`src/rtl/elastic_fifo_pkg.sv`:
```
// Shared constants and width helpers for the elastic FIFO.
// Pointer and count widths are derived here so every file agrees.
package elastic_fifo_pkg;

  localparam int MODE_STD  = 0;
  localparam int MODE_FWFT = 1;

  function automatic int ptr_w(input int depth);
    return (depth > 1) ? $clog2(depth) : 1;
  endfunction

  function automatic int cnt_w(input int depth);
    return ptr_w(depth) + 1;
  endfunction

endpackage

```
`src/rtl/elastic_fifo_ex_dpram.sv`:
```
// Simple dual-port storage: one synchronous write port, one async read.
// Contents are deliberately left unreset.
module fifo_dpram
  import elastic_fifo_pkg::*;
#(
  parameter int WIDTH = 8,
  parameter int DEPTH = 32,
  parameter int AW    = ptr_w(DEPTH)
) (
  input  logic             clk,
  input  logic             we,
  input  logic [AW-1:0]    waddr,
  input  logic [WIDTH-1:0] wdata,
  input  logic [AW-1:0]    raddr,
  output logic [WIDTH-1:0] rdata
);

  logic [WIDTH-1:0] mem [DEPTH];

  always_ff @(posedge clk) begin
    if (we) begin
      mem[waddr] <= wdata;
    end
  end

  assign rdata = mem[raddr];

endmodule

```
`src/rtl/elastic_fifo_ex.sv`:
```
// Elastic FIFO with occupancy flags, sticky errors and optional
// first-word fall-through presentation of the head word.
module elastic_fifo_ex
  import elastic_fifo_pkg::*;
#(
  parameter int WIDTH    = 8,
  parameter int DEPTH    = 32,
  parameter int AF_LEVEL = DEPTH - 2,
  parameter int AE_LEVEL = 2,
  parameter int MODE     = MODE_STD
) (
  input  logic                   clk,
  input  logic                   rst_n,
  input  logic                   wr_en,
  input  logic                   rd_en,
  input  logic                   flush,
  input  logic                   clr_err,
  input  logic [WIDTH-1:0]       data_in,
  output logic [WIDTH-1:0]       data_out,
  output logic                   dout_valid,
  output logic                   empty,
  output logic                   full,
  output logic                   almost_empty,
  output logic                   almost_full,
  output logic [$clog2(DEPTH):0] count,
  output logic                   overflow,
  output logic                   underflow
);

  localparam int PW = ptr_w(DEPTH);
  localparam int CW = cnt_w(DEPTH);
  localparam logic [CW-1:0] FULL_CNT = CW'(DEPTH);
  localparam logic [CW-1:0] AF_CNT   = CW'(AF_LEVEL);
  localparam logic [CW-1:0] AE_CNT   = CW'(AE_LEVEL);

  logic [PW-1:0]    wr_ptr_q, wr_ptr_d;
  logic [PW-1:0]    rd_ptr_q, rd_ptr_d;
  logic [CW-1:0]    count_q, count_d;
  logic [WIDTH-1:0] dout_q, dout_d;
  logic             dvalid_q, dvalid_d;
  logic             ovf_q, ovf_d;
  logic             unf_q, unf_d;
  logic [WIDTH-1:0] rdata;
  logic             rd_acc;
  logic             wr_acc;

  fifo_dpram #(
    .WIDTH (WIDTH),
    .DEPTH (DEPTH),
    .AW    (PW)
  ) u_mem (
    .clk   (clk),
    .we    (wr_acc),
    .waddr (wr_ptr_q),
    .wdata (data_in),
    .raddr (rd_ptr_q),
    .rdata (rdata)
  );

  assign empty        = (count_q == '0);
  assign full         = (count_q == FULL_CNT);
  assign almost_empty = (count_q <= AE_CNT);
  assign almost_full  = (count_q >= AF_CNT);
  assign count        = count_q;
  assign overflow     = ovf_q;
  assign underflow    = unf_q;

  // FWFT shows the head word live; standard mode shows the read register.
  assign data_out   = (MODE == MODE_FWFT) ? rdata  : dout_q;
  assign dout_valid = (MODE == MODE_FWFT) ? !empty : dvalid_q;

  always_comb begin
    rd_acc = !flush && rd_en && !empty;
    // A pop in the same cycle frees the slot a full FIFO needs.
    wr_acc = !flush && wr_en && (!full || rd_acc);

    wr_ptr_d = wr_ptr_q;
    rd_ptr_d = rd_ptr_q;
    count_d  = count_q;
    dout_d   = dout_q;
    dvalid_d = 1'b0;

    if (flush) begin
      wr_ptr_d = '0;
      rd_ptr_d = '0;
      count_d  = '0;
    end else begin
      if (wr_acc) begin
        wr_ptr_d = wr_ptr_q + PW'(1);
      end
      if (rd_acc) begin
        rd_ptr_d = rd_ptr_q + PW'(1);
        dout_d   = rdata;
        dvalid_d = 1'b1;
      end
      unique case ({wr_acc, rd_acc})
        2'b10:   count_d = count_q + CW'(1);
        2'b01:   count_d = count_q - CW'(1);
        default: count_d = count_q;
      endcase
    end

    ovf_d = (ovf_q && !clr_err) || (!flush && wr_en && !wr_acc);
    unf_d = (unf_q && !clr_err) || (!flush && rd_en && !rd_acc);
  end

  always_ff @(posedge clk or negedge rst_n) begin
    if (!rst_n) begin
      wr_ptr_q <= '0;
      rd_ptr_q <= '0;
      count_q  <= '0;
      dout_q   <= '0;
      dvalid_q <= 1'b0;
      ovf_q    <= 1'b0;
      unf_q    <= 1'b0;
    end else begin
      wr_ptr_q <= wr_ptr_d;
      rd_ptr_q <= rd_ptr_d;
      count_q  <= count_d;
      dout_q   <= dout_d;
      dvalid_q <= dvalid_d;
      ovf_q    <= ovf_d;
      unf_q    <= unf_d;
    end
  end

endmodule

```
`config.mk`:
```
export PLATFORM = sky130hd
export DESIGN_NAME = elastic_fifo_ex
export DESIGN_NICKNAME = d
export VERILOG_FILES = /design/src/rtl/elastic_fifo_pkg.sv /design/src/rtl/elastic_fifo_ex_dpram.sv /design/src/rtl/elastic_fifo_ex.sv
export SDC_FILE = /design/constraint.sdc
export NUM_CORES = 1
export LEC_CHECK = 0
export BUFFER_PORTS_ARGS = -buffer_cell sky130_fd_sc_hd__buf_2
export CORE_ASPECT_RATIO = 1.4
export CORE_MARGIN = 3
export CORE_UTILIZATION = 64
export CTS_BUF_LIST = sky130_fd_sc_hd__clkbuf_8
export CTS_CLUSTER_SIZE = 16
export DETAILED_ROUTE_END_ITERATION = 10
export HOLD_SLACK_MARGIN = 0.15
export PLACE_DENSITY = 0.79
export SLEW_MARGIN = 20
export SYNTH_ARGS = -nofsm -noshare
export SYNTH_HDL_FRONTEND = slang
export SYNTH_HIERARCHICAL = 1
export SYNTH_SLANG_ARGS = --single-unit
```
`constraint.sdc`:
```
create_clock -name clk -period 3.6 [get_ports clk]
set_clock_uncertainty 0.1 [all_clocks]
set_input_delay 0 -clock clk [delete_from_list [all_inputs] [get_ports clk]]
set_output_delay 0 -clock clk [all_outputs]
set_load 0.005 [all_outputs]
```
After elaboration in Yosys (flattened, before gate mapping) --
Memories as Yosys holds them, arrays and structs flattened. A register that Yosys moved wholly into a read port is not among the register bits. Cells that the tools add are included.
Cells by class: add/sub/neg operators 4, multiply operators 0, divide/modulo/power cells 0, order comparisons 2, equality and inequality tests 3, shift operators 0, muxes and demuxes 10, bitwise logic cells 1, reductions and logical operators 23
Operators with widths (number):
- two-way mux 5 bit | 4
- one-hot mux 6 bit (2 select lines) | 1
- adder 5 x 1 -> 5 bit (second input constant) | 2
- logical AND 1 bit | 8
- zero test 1 bit | 7
- adder 6 x 1 -> 6 bit (second input constant) | 1
- == test 6 bit (second input constant) | 1
- greater-or-equal comparator 6 x 5 -> 1 bit (second input constant) | 1
- less-or-equal comparator 6 x 2 -> 1 bit (second input constant) | 1
- zero test 6 bit | 1
- two-way mux 6 bit | 1
- subtractor 6 x 1 -> 6 bit (second input constant) | 1
- two-way mux 1 bit | 4
- nonzero test 2 bit | 2
- logical OR 1 bit | 3
- nonzero test 3 bit | 1
- == test 2 x 1 -> 1 bit (second input constant) | 1
- == test 2 bit (second input constant) | 1
- AND reduction 2 bit | 1
- inverter 1 bit | 1
Storage, ports and cells: bits in registers 19, bits in latches 0, memory bits (writable) 256, bits in read-only memories 0, output and inout bits 21, logic and storage cells 50, memories kept 1
Memories:
- u_mem.mem | depth 32, bits a word 8, rd ports 1, clocked after memory_dff 1, wr ports 1, RTL line elastic_fifo_ex_dpram.sv:18 | logic [WIDTH-1:0] mem [DEPTH];

Longest topological paths before layout --
Gate-level depths: netlist of the first run.
depth after elaboration 8, mapped depth 10

By module --
The synthesis of the first run kept the hierarchy.
By module, submodules not included:
- fifo_dpram | times used 1, cells each 409, area an instance 9893.2 sq um
- elastic_fifo_ex | times used 1, cells each 139, area an instance 1526.5 sq um

Worst setup path after synthesis of the first run --
OpenSTA, ideal clock, no wires.
kind register to register, from register count_q[0], in the netlist count[0], to register count_q[5], in the netlist count[5], library setup time 125 ps, arrival time 2420 ps, path slack 955 ps, stages on the path, launching flop included 10, buffers on the path 0, path through dfrtp_1 nor2_1 nand3_2 inv_2 nor3_1 ha_1 a211oi_1 o21bai_1 a21oi_1 mux2_2
Between the ends: cells in the longest elaborated chain, start to end 8, elaborated cells on any way between the ends 14, classes of those cells add/sub (2); eq/ne (3); mux (2); reduce/logical (7)
RTL lines:
- start, declared | RTL line elastic_fifo_ex.sv:38 | logic [CW-1:0] count_q, count_d;
- start signal, assigned | RTL line elastic_fifo_ex.sv:119 | count_q <= count_d;
- zero test 6 bit * | RTL line elastic_fifo_ex.sv:60 | assign empty = (count_q == '0);
- net empty | RTL line elastic_fifo_ex.sv:21 | output logic empty,
- zero test 1 bit * | RTL line elastic_fifo_ex.sv:73 | rd_acc = !flush && rd_en && !empty;
- logical AND 1 bit * | RTL line elastic_fifo_ex.sv:73
- logical OR 1 bit | RTL line elastic_fifo_ex.sv:75 | wr_acc = !flush && wr_en && (!full || rd_acc);
- logical AND 1 bit | RTL line elastic_fifo_ex.sv:75
- == test 2 x 1 -> 1 bit or == test 2 bit (tied branches) | RTL line elastic_fifo_ex.sv:96 | unique case ({wr_acc, rd_acc})
- one-hot mux 6 bit (2 select lines) | RTL line elastic_fifo_ex.sv:96
- two-way mux 6 bit | RTL line elastic_fifo_ex.sv:83 | if (flush) begin
The timed path passes the listed nets; every way through them passes the cells marked *. A chain may end at the register's enable or synchronous reset.

Worst setup path after layout of the first run --
from register count_q[5], in the netlist count[5], to register count_q[5], in the netlist count[5]
Between the ends: cells in the longest elaborated chain, start to end 8, elaborated cells on any way between the ends 14, classes of those cells add/sub (2); eq/ne (3); mux (2); reduce/logical (7)
RTL lines (RTL line):
- zero test 6 bit | elastic_fifo_ex.sv:60
- zero test 1 bit | elastic_fifo_ex.sv:73
- logical AND 1 bit | elastic_fifo_ex.sv:73
- logical OR 1 bit | elastic_fifo_ex.sv:75
- logical AND 1 bit | elastic_fifo_ex.sv:75
- == test 2 x 1 -> 1 bit or == test 2 bit (tied branches) | elastic_fifo_ex.sv:96
- one-hot mux 6 bit (2 select lines) | elastic_fifo_ex.sv:96
- two-way mux 6 bit | elastic_fifo_ex.sv:83
Several ways; a longest one is shown, not always the timed one.

==> flow_metrics.env, run 1 <==
export IMPL_grt_overflow_total=0
export IMPL_drive_gt1_frac=0.301
export IMPL_p_leak_nw=4.18
export IMPL_htree_levels=2
export IMPL_synth_edf_count=256
export IMPL_post_cts_buffers=0
export IMPL_cts_tree="done"
export IMPL_synth_area_top_cells="edfxtp_1, mux4_2, dfrtp_1, nor2_1, mux2_2"
export IMPL_tns_ns=0
export IMPL_max_freq_ghz=0.317
export IMPL_gp_congestion=0.769
export IMPL_clk_latency_ns=0.50
export IMPL_drtAntennaViolNets=0
export IMPL_dpl_hpwl_um=14800
export IMPL_min_path_type="input pin to register"
export IMPL_cap_violations=0
export IMPL_viasPerCell=6.40
export IMPL_synth_largest_area_cell="edfxtp_1"
export IMPL_antenna_found_initial=0
export IMPL_chipWidth_um=119
export IMPL_cts_root_buf="clkbuf_8"
export IMPL_synth_area_um2=11400
export IMPL_cts_hold_buf=20
export IMPL_dieArea_um2=19500
export IMPL_crit_arrival_ns=3.45
export IMPL_grt_pass1_wl_um=35600
export IMPL_crit_path_max_incr_delay_ns=0.62
export IMPL_syn_inst=548
export IMPL_grt_pass1_vias=5944
export IMPL_maxSlewHeadroom=0.388
export IMPL_layout_core_utilization=0.732
export IMPL_ys_seq_area_frac=0.732
export IMPL_cp_end_kind="register"
export IMPL_ctsLongestPathBuffers=3
export IMPL_drt_initial_drc_count=616
export IMPL_port_buffers=34
export IMPL_numClockSinks=283
export IMPL_routed_wl_um=22600
export IMPL_nets=649
export IMPL_num_vias=5699
export IMPL_cts_resized=0
export IMPL_fin_crit_sh=0.878
export IMPL_drt_pass1_iter_count=5
export IMPL_grt_max_degree=36
export IMPL_synth_fp_nets=569
export IMPL_slew_viol_final=0
export IMPL_synthArstFlopShare=0.0954
export IMPL_setup_worst_path_class="register to register"
export IMPL_worstPathRequired_ns=3.89
export IMPL_setup_viol_count_final=0
export IMPL_status="completed"
export IMPL_rows=57
export IMPL_final_cell_area_um2=12700
export IMPL_fillers=1006
export IMPL_p_per_area_nw_per_um2=602
export IMPL_p_total_mw=7.66
export IMPL_postPlaceCellArea_um2=11800
export IMPL_routedWlPerCell_um=25.4
export IMPL_synth_ff_type="edfxtp_1"
export IMPL_synth_top_area_frac=0.673
export IMPL_num_antenna_cells=0
export IMPL_layout_area_overhead_vs_synth_pct=11.5
export IMPL_ir_drop_mv=0.284
export IMPL_cts_reportedPaths_clkPinSlew_ns=0.07
export IMPL_hold_path_depth=3
export IMPL_reg2reg_depth=9
export IMPL_rsz0062_at_grt="no"
export IMPL_numCtsBuffers=40
export IMPL_start_util=0.656
export IMPL_period_minus_slack_ns=3.16
export IMPL_cpMaxStageDelayCell="nor3_1"
export IMPL_ys_warnings_count=6
export IMPL_ioPinCount=35
export IMPL_yosys_register_bits=283
export IMPL_max_slew_worst_pin_slew_ns=0.919
export IMPL_core_area_um2=17400
export IMPL_drc=0
export IMPL_fp_dieH_um=164
export IMPL_hold_viol=0
export IMPL_synthDistinctLibCells=51
export IMPL_startpoint_type="register"
export IMPL_cp_max_fo=10
export IMPL_syn_area_per_cell_um2=20.8
export IMPL_path_cells="inv_1, nand3_2, inv_2, nor3_1, ha_1, a211oi_1, o21bai_1, a21oi_1, mux2_2"
export IMPL_grt_usage=0.244
==> report_power, final <==
part | internal [mW] | switching [mW] | total (mW)
sequential | 3.69 | 0.195 | 3.89
combinational | 0.882 | 0.742 | 1.62
clock | 1.07 | 1.08 | 2.15
total | 5.64 | 2.02 | 7.66
==> layout make-up <==
class                      instances  area, um2  share of cell area
timing repair buffer              64        480              0.0377
multi-input combinational        230       2880               0.226
clock inverter                    26        100             0.00786
tap                              236        295              0.0232
clock buffer                      42        578              0.0454
sequential                       283       8370               0.657
inverter                           9       33.8             0.00265
==> worst max-delay path, delay by kind of cell (launching register included) <==
kind	cells	cell delay [ns]
compound gates	3	0.69
fa+ha+maj	1	0.38
buf+inv	2	0.22
flops	1	0.52
mux	1	0.36
simple gates	2	0.78
==> logic make-up after synthesis <==
| logic type | after synthesis | synth area share |
|---|---|---|
| flip-flops | 283 | 0.732 |
| multiplexers | 103 | 0.182 |
| AND/OR/NAND/NOR | 82 | 0.0367 |
| buffers and inverters | 35 | 0.0156 |
| AO/OA/AOI/OAI | 33 | 0.0217 |
| adder cells (fa/ha/maj) | 7 | 0.00833 |
| XOR/XNOR | 5 | 0.00383 |
==> sequential cells by signal, summed over array words and instances (netlist names) <==
name	count
u_mem/mem	256
data_out	8
count	6
rd_ptr_q	5
wr_ptr_q	5
dout_valid	1
overflow	1
underflow	1
==> per-stage QoR <==
| step | setup WS (ns) | hold slack [ns] | cells |
|---|---|---|---|
| global placement | 0.491 | -0.0427 | 802 |
| detailed placement | 0.447 | -0.0323 | 802 |
| floorplan | 0.955 | -0.396 | 548 |
| CTS | 0.428 | 0.368 | 890 |
| global route | 0.294 | 0.389 | 890 |
| finish | 0.441 | 0.380 | 890 |
==> cells in the mapped netlist (all sizes together) (2+ instances only) <==
cell type	instances
a41o	2
or3	3
nand3	6
nand3b	8
a211oi	2
nand2b	3
nand2	3
o211ai	2
clkbuf	10
nor2	45
nor3	3
mux2	21
xor2	4
mux4	80
or3b	3
dfrtp	27
o21ai	10
a21o	2
ha	6
nor2b	3
a221oi	2
buf	16
inv	9
mux2i	2
edfxtp	256
a21oi	7
==> cell usage in the layout, fill, tap and decap left out, drive strengths merged, types with 6 or more instances in the layout <==
cell type    synthesis  final
a21oi                7      7
buf                 16     45
clkbuf              10     42
clkinv               0     14
dfrtp               27     27
dlygate4sd3          0     19
edfxtp             256    256
ha                   6      6
inv                  9     21
mux2                21     21
mux4                80     80
nand3                6      6
nand3b               8      8
nor2                45     45
o21ai               10     10
==> layer usage <==
metal,track usage,vias up,routed length (um),part of all wire
li1,-,2418,-,-
met1,0.329,2984,8550,0.38
met2,0.407,251,11800,0.52
met3,0.0517,46,1670,0.074
met4,0.0817,0,606,0.027
met5,0,-,0,0
==> final timing paths <==
path | start | endpoint | slack (ns)
min in group asynchronous | rst_n | count[4]$_DFFE_PN0P_ | 0.46
min | flush | rd_ptr_q[3]$_DFFE_PN0P_ | 0.38
max in group asynchronous | rst_n | rd_ptr_q[0]$_DFFE_PN0P_ | 2.75
min reg2reg | data_out[7]$_DFFE_PN0P_ | data_out[7]$_DFFE_PN0P_ | 0.42
max reg2reg | count[5]$_DFFE_PN0P_ | count[5]$_DFFE_PN0P_ | 0.44
max | count[5]$_DFFE_PN0P_ | count[5]$_DFFE_PN0P_ | 0.44
(Power assumes the default switching activity.)
==> run 2, diff against run 1 <==
Settings changed: CORE_UTILIZATION 64 to 50, PLACE_DENSITY 0.79 to 0.63.
==> flow_metrics.env, run 2 (synthesis results as in run 1) <==
export IMPL_status="completed"
export IMPL_num_vias=5602
export IMPL_drive_gt1_frac=0.319
export IMPL_gp_congestion=0.789
export IMPL_drtAntennaViolNets=0
export IMPL_viasPerCell=5.79
export IMPL_most_common_layout_cells="edfxtp_1, mux4_2, clkbuf_8"
export IMPL_ioPinCount=35
export IMPL_dpl_hpwl_um=14800
export IMPL_reg2reg_depth=9
export IMPL_layout_commonest_cell="edfxtp_1"
export IMPL_grt_pass1_wl_um=36900
export IMPL_layout_area_overhead_vs_synth_pct=13.5
export IMPL_grt_max_degree=68
export IMPL_drt_initial_drc_count=435
export IMPL_met3_usage=0.0342
export IMPL_seqPwrFrac=0.492
export IMPL_setup_worst_path_class="register to register"
export IMPL_tns_ns=0
export IMPL_cts_resized=0
export IMPL_crit_path_max_incr_delay_ns=0.68
export IMPL_crit_arrival_ns=3.54
export IMPL_min_path_type="input pin to register"
export IMPL_antenna_found_initial=0
export IMPL_p_total_mw=7.84
export IMPL_r2r_start="count[0]$_DFFE_PN0P_"
export IMPL_regMostFlops="u_mem/mem"
export IMPL_ir_drop_mv=0.310
export IMPL_num_antenna_cells=0
export IMPL_rows=64
export IMPL_htree_levels=2
export IMPL_setup_ws_ns=0.374
export IMPL_postPlaceCellArea_um2=12000
export IMPL_path_cells="nor2_1, nand3_2, inv_2, nor3_1, ha_1, a211oi_1, o21bai_1, a21oi_1, mux2_2"
export IMPL_hold_viol=0
export IMPL_cts_root_buf="clkbuf_8"
export IMPL_core_area_um2=22200
export IMPL_grt_pass1_vias=5923
export IMPL_whs_ns=0.334
export IMPL_cp_end_kind="register"
export IMPL_grtUsageMet2=0.335
export IMPL_slew_viol_final=0
export IMPL_numCtsBuffers=42
export IMPL_chipWidth_um=134
export IMPL_grt_busiest_layer="met2"
export IMPL_startpoint_type="register"
export IMPL_rrSetupSlack_ns=0.37
export IMPL_drt_pass1_iter_count=4
export IMPL_p_leak_nw=4.29
export IMPL_min_from="flush"
export IMPL_numClockSinks=283
export IMPL_p_clk_frac=0.297
export IMPL_drc=0
export IMPL_setup_viol_count_final=0
export IMPL_period_minus_slack_ns=3.23
export IMPL_largest_register_ff_count=256
export IMPL_p_per_area_nw_per_um2=605
export IMPL_combinationalPowerShare=0.211
export IMPL_max_freq_ghz=0.310
export IMPL_worstPathRequired_ns=3.91
export IMPL_cap_violations=0
export IMPL_cp_max_fo=9
export IMPL_cts_tree="done"
export IMPL_dieArea_um2=24700
export IMPL_hold_path_depth=3
export IMPL_cts_reportedPaths_clkPinSlew_ns=0.06
export IMPL_routedWlPerCell_um=24.7
export IMPL_final_cell_area_um2=13000
export IMPL_maxSlewHeadroom=0.279
export IMPL_clk_latency_ns=0.54
export IMPL_gr_usage_met1=0.279
export IMPL_fillers=1630
export IMPL_place_ws_ns=0.373
export IMPL_internal_power_mw=5.75
export IMPL_nets=660
export IMPL_switchingPower_mw=2.09
export IMPL_max_slew_worst_pin_slew_ns=1.08
export IMPL_fp_dieH_um=185
export IMPL_grt_usage=0.202
export IMPL_sw_frac_of_total=0.267
export IMPL_port_buffers=34
export IMPL_rsz0062_at_grt="no"
export IMPL_fin_crit_sh=0.896
export IMPL_start_util=0.515
export IMPL_routed_wl_um=23900
export IMPL_cpMaxStageDelayCell="nor3_1"
export IMPL_r2r_end="count[5]$_DFFE_PN0P_"
export IMPL_min_to="rd_ptr_q[4]$_DFFE_PN0P_"
export IMPL_ctsLongestPathBuffers=3
export IMPL_grt_overflow_total=0
-- run 2: changes by cell type in the layout (fill, tap and decap cells not counted) --
cell | previous run | this run
buf_12 | 3 | 4
buf_4 | 8 | 16
clkbuf_8 | 42 | 46
clkinv_1 | 12 | 7
clkinv_2 | 2 | 5
clkinvlp_4 | 0 | 1
inv_1 | 19 | 23
-- run 2: cell type report --
type / count / area [um2] / area share
Sequential cell: 283 / 8370 / 0.645
Inverter: 9 / 33.8 / 0.00261
Timing Repair Buffer: 73 / 561 / 0.0432
Tap cell: 297 / 372 / 0.0287
Clock buffer: 46 / 633 / 0.0488
Multi-Input combinational cell: 230 / 2880 / 0.222
Clock inverter: 29 / 119 / 0.00917
-- run 2: timing repair --
action                    in CTS  in global routing
setup buffers                  0                  0
hold buffers                  20                  0
hold endpoints to repair     307                  0
-- run 2: power by group through the flow --
stage / Combinational (mW) / Clock, mW / Sequential, mW
after detailed placement: 1.64 / 0 / 3.93
after global routing: 1.78 / 2.54 / 3.88
after floorplan: 1.24 / 0 / 3.84
after global placement: 1.61 / 0 / 3.92
final: 1.65 / 2.33 / 3.86
after CTS: 1.68 / 2.40 / 3.86
-- run 2: how the worst max path moves through the flow --
stage	start	to	slack, ns
6_report	count[0]$_DFFE_PN0P_	count[5]$_DFFE_PN0P_	0.37
5_1_grt	count[0]$_DFFE_PN0P_	count[5]$_DFFE_PN0P_	0.13
4_1_cts	count[0]$_DFFE_PN0P_	count[5]$_DFFE_PN0P_	0.36
3_5_place_dp	count[0]$_DFFE_PN0P_	count[5]$_DFFE_PN0P_	0.37
3_3_place_gp	count[0]$_DFFE_PN0P_	count[5]$_DFFE_PN0P_	0.50
2_1_floorplan	count[0]$_DFFE_PN0P_	count[5]$_DFFE_PN0P_	0.96
-- run 2: routing by layer --
layer	wire, um	part of all wire	vias up
met5	0	0	-
li1	-	-	2438
met2	12000	0.50	182
met4	581	0.024	0
met1	10000	0.42	2935
met3	1290	0.054	47
-- run 2: per-stage QoR --
step / utilization / instances
finish: 0.584 / 967
global route: 0.584 / 967
CTS: 0.584 / 967
detailed placement: 0.541 / 872
global placement: 0.541 / 872
floorplan: - / 548
-- run 2: critical path: cells and delay by family, from the launching register on --
family	cells	cell delay, ns
simple gates	3	1.02
compound gates	3	0.67
fa+ha+maj	1	0.38
mux	1	0.35
flops	1	0.52
buf+inv	1	0.06
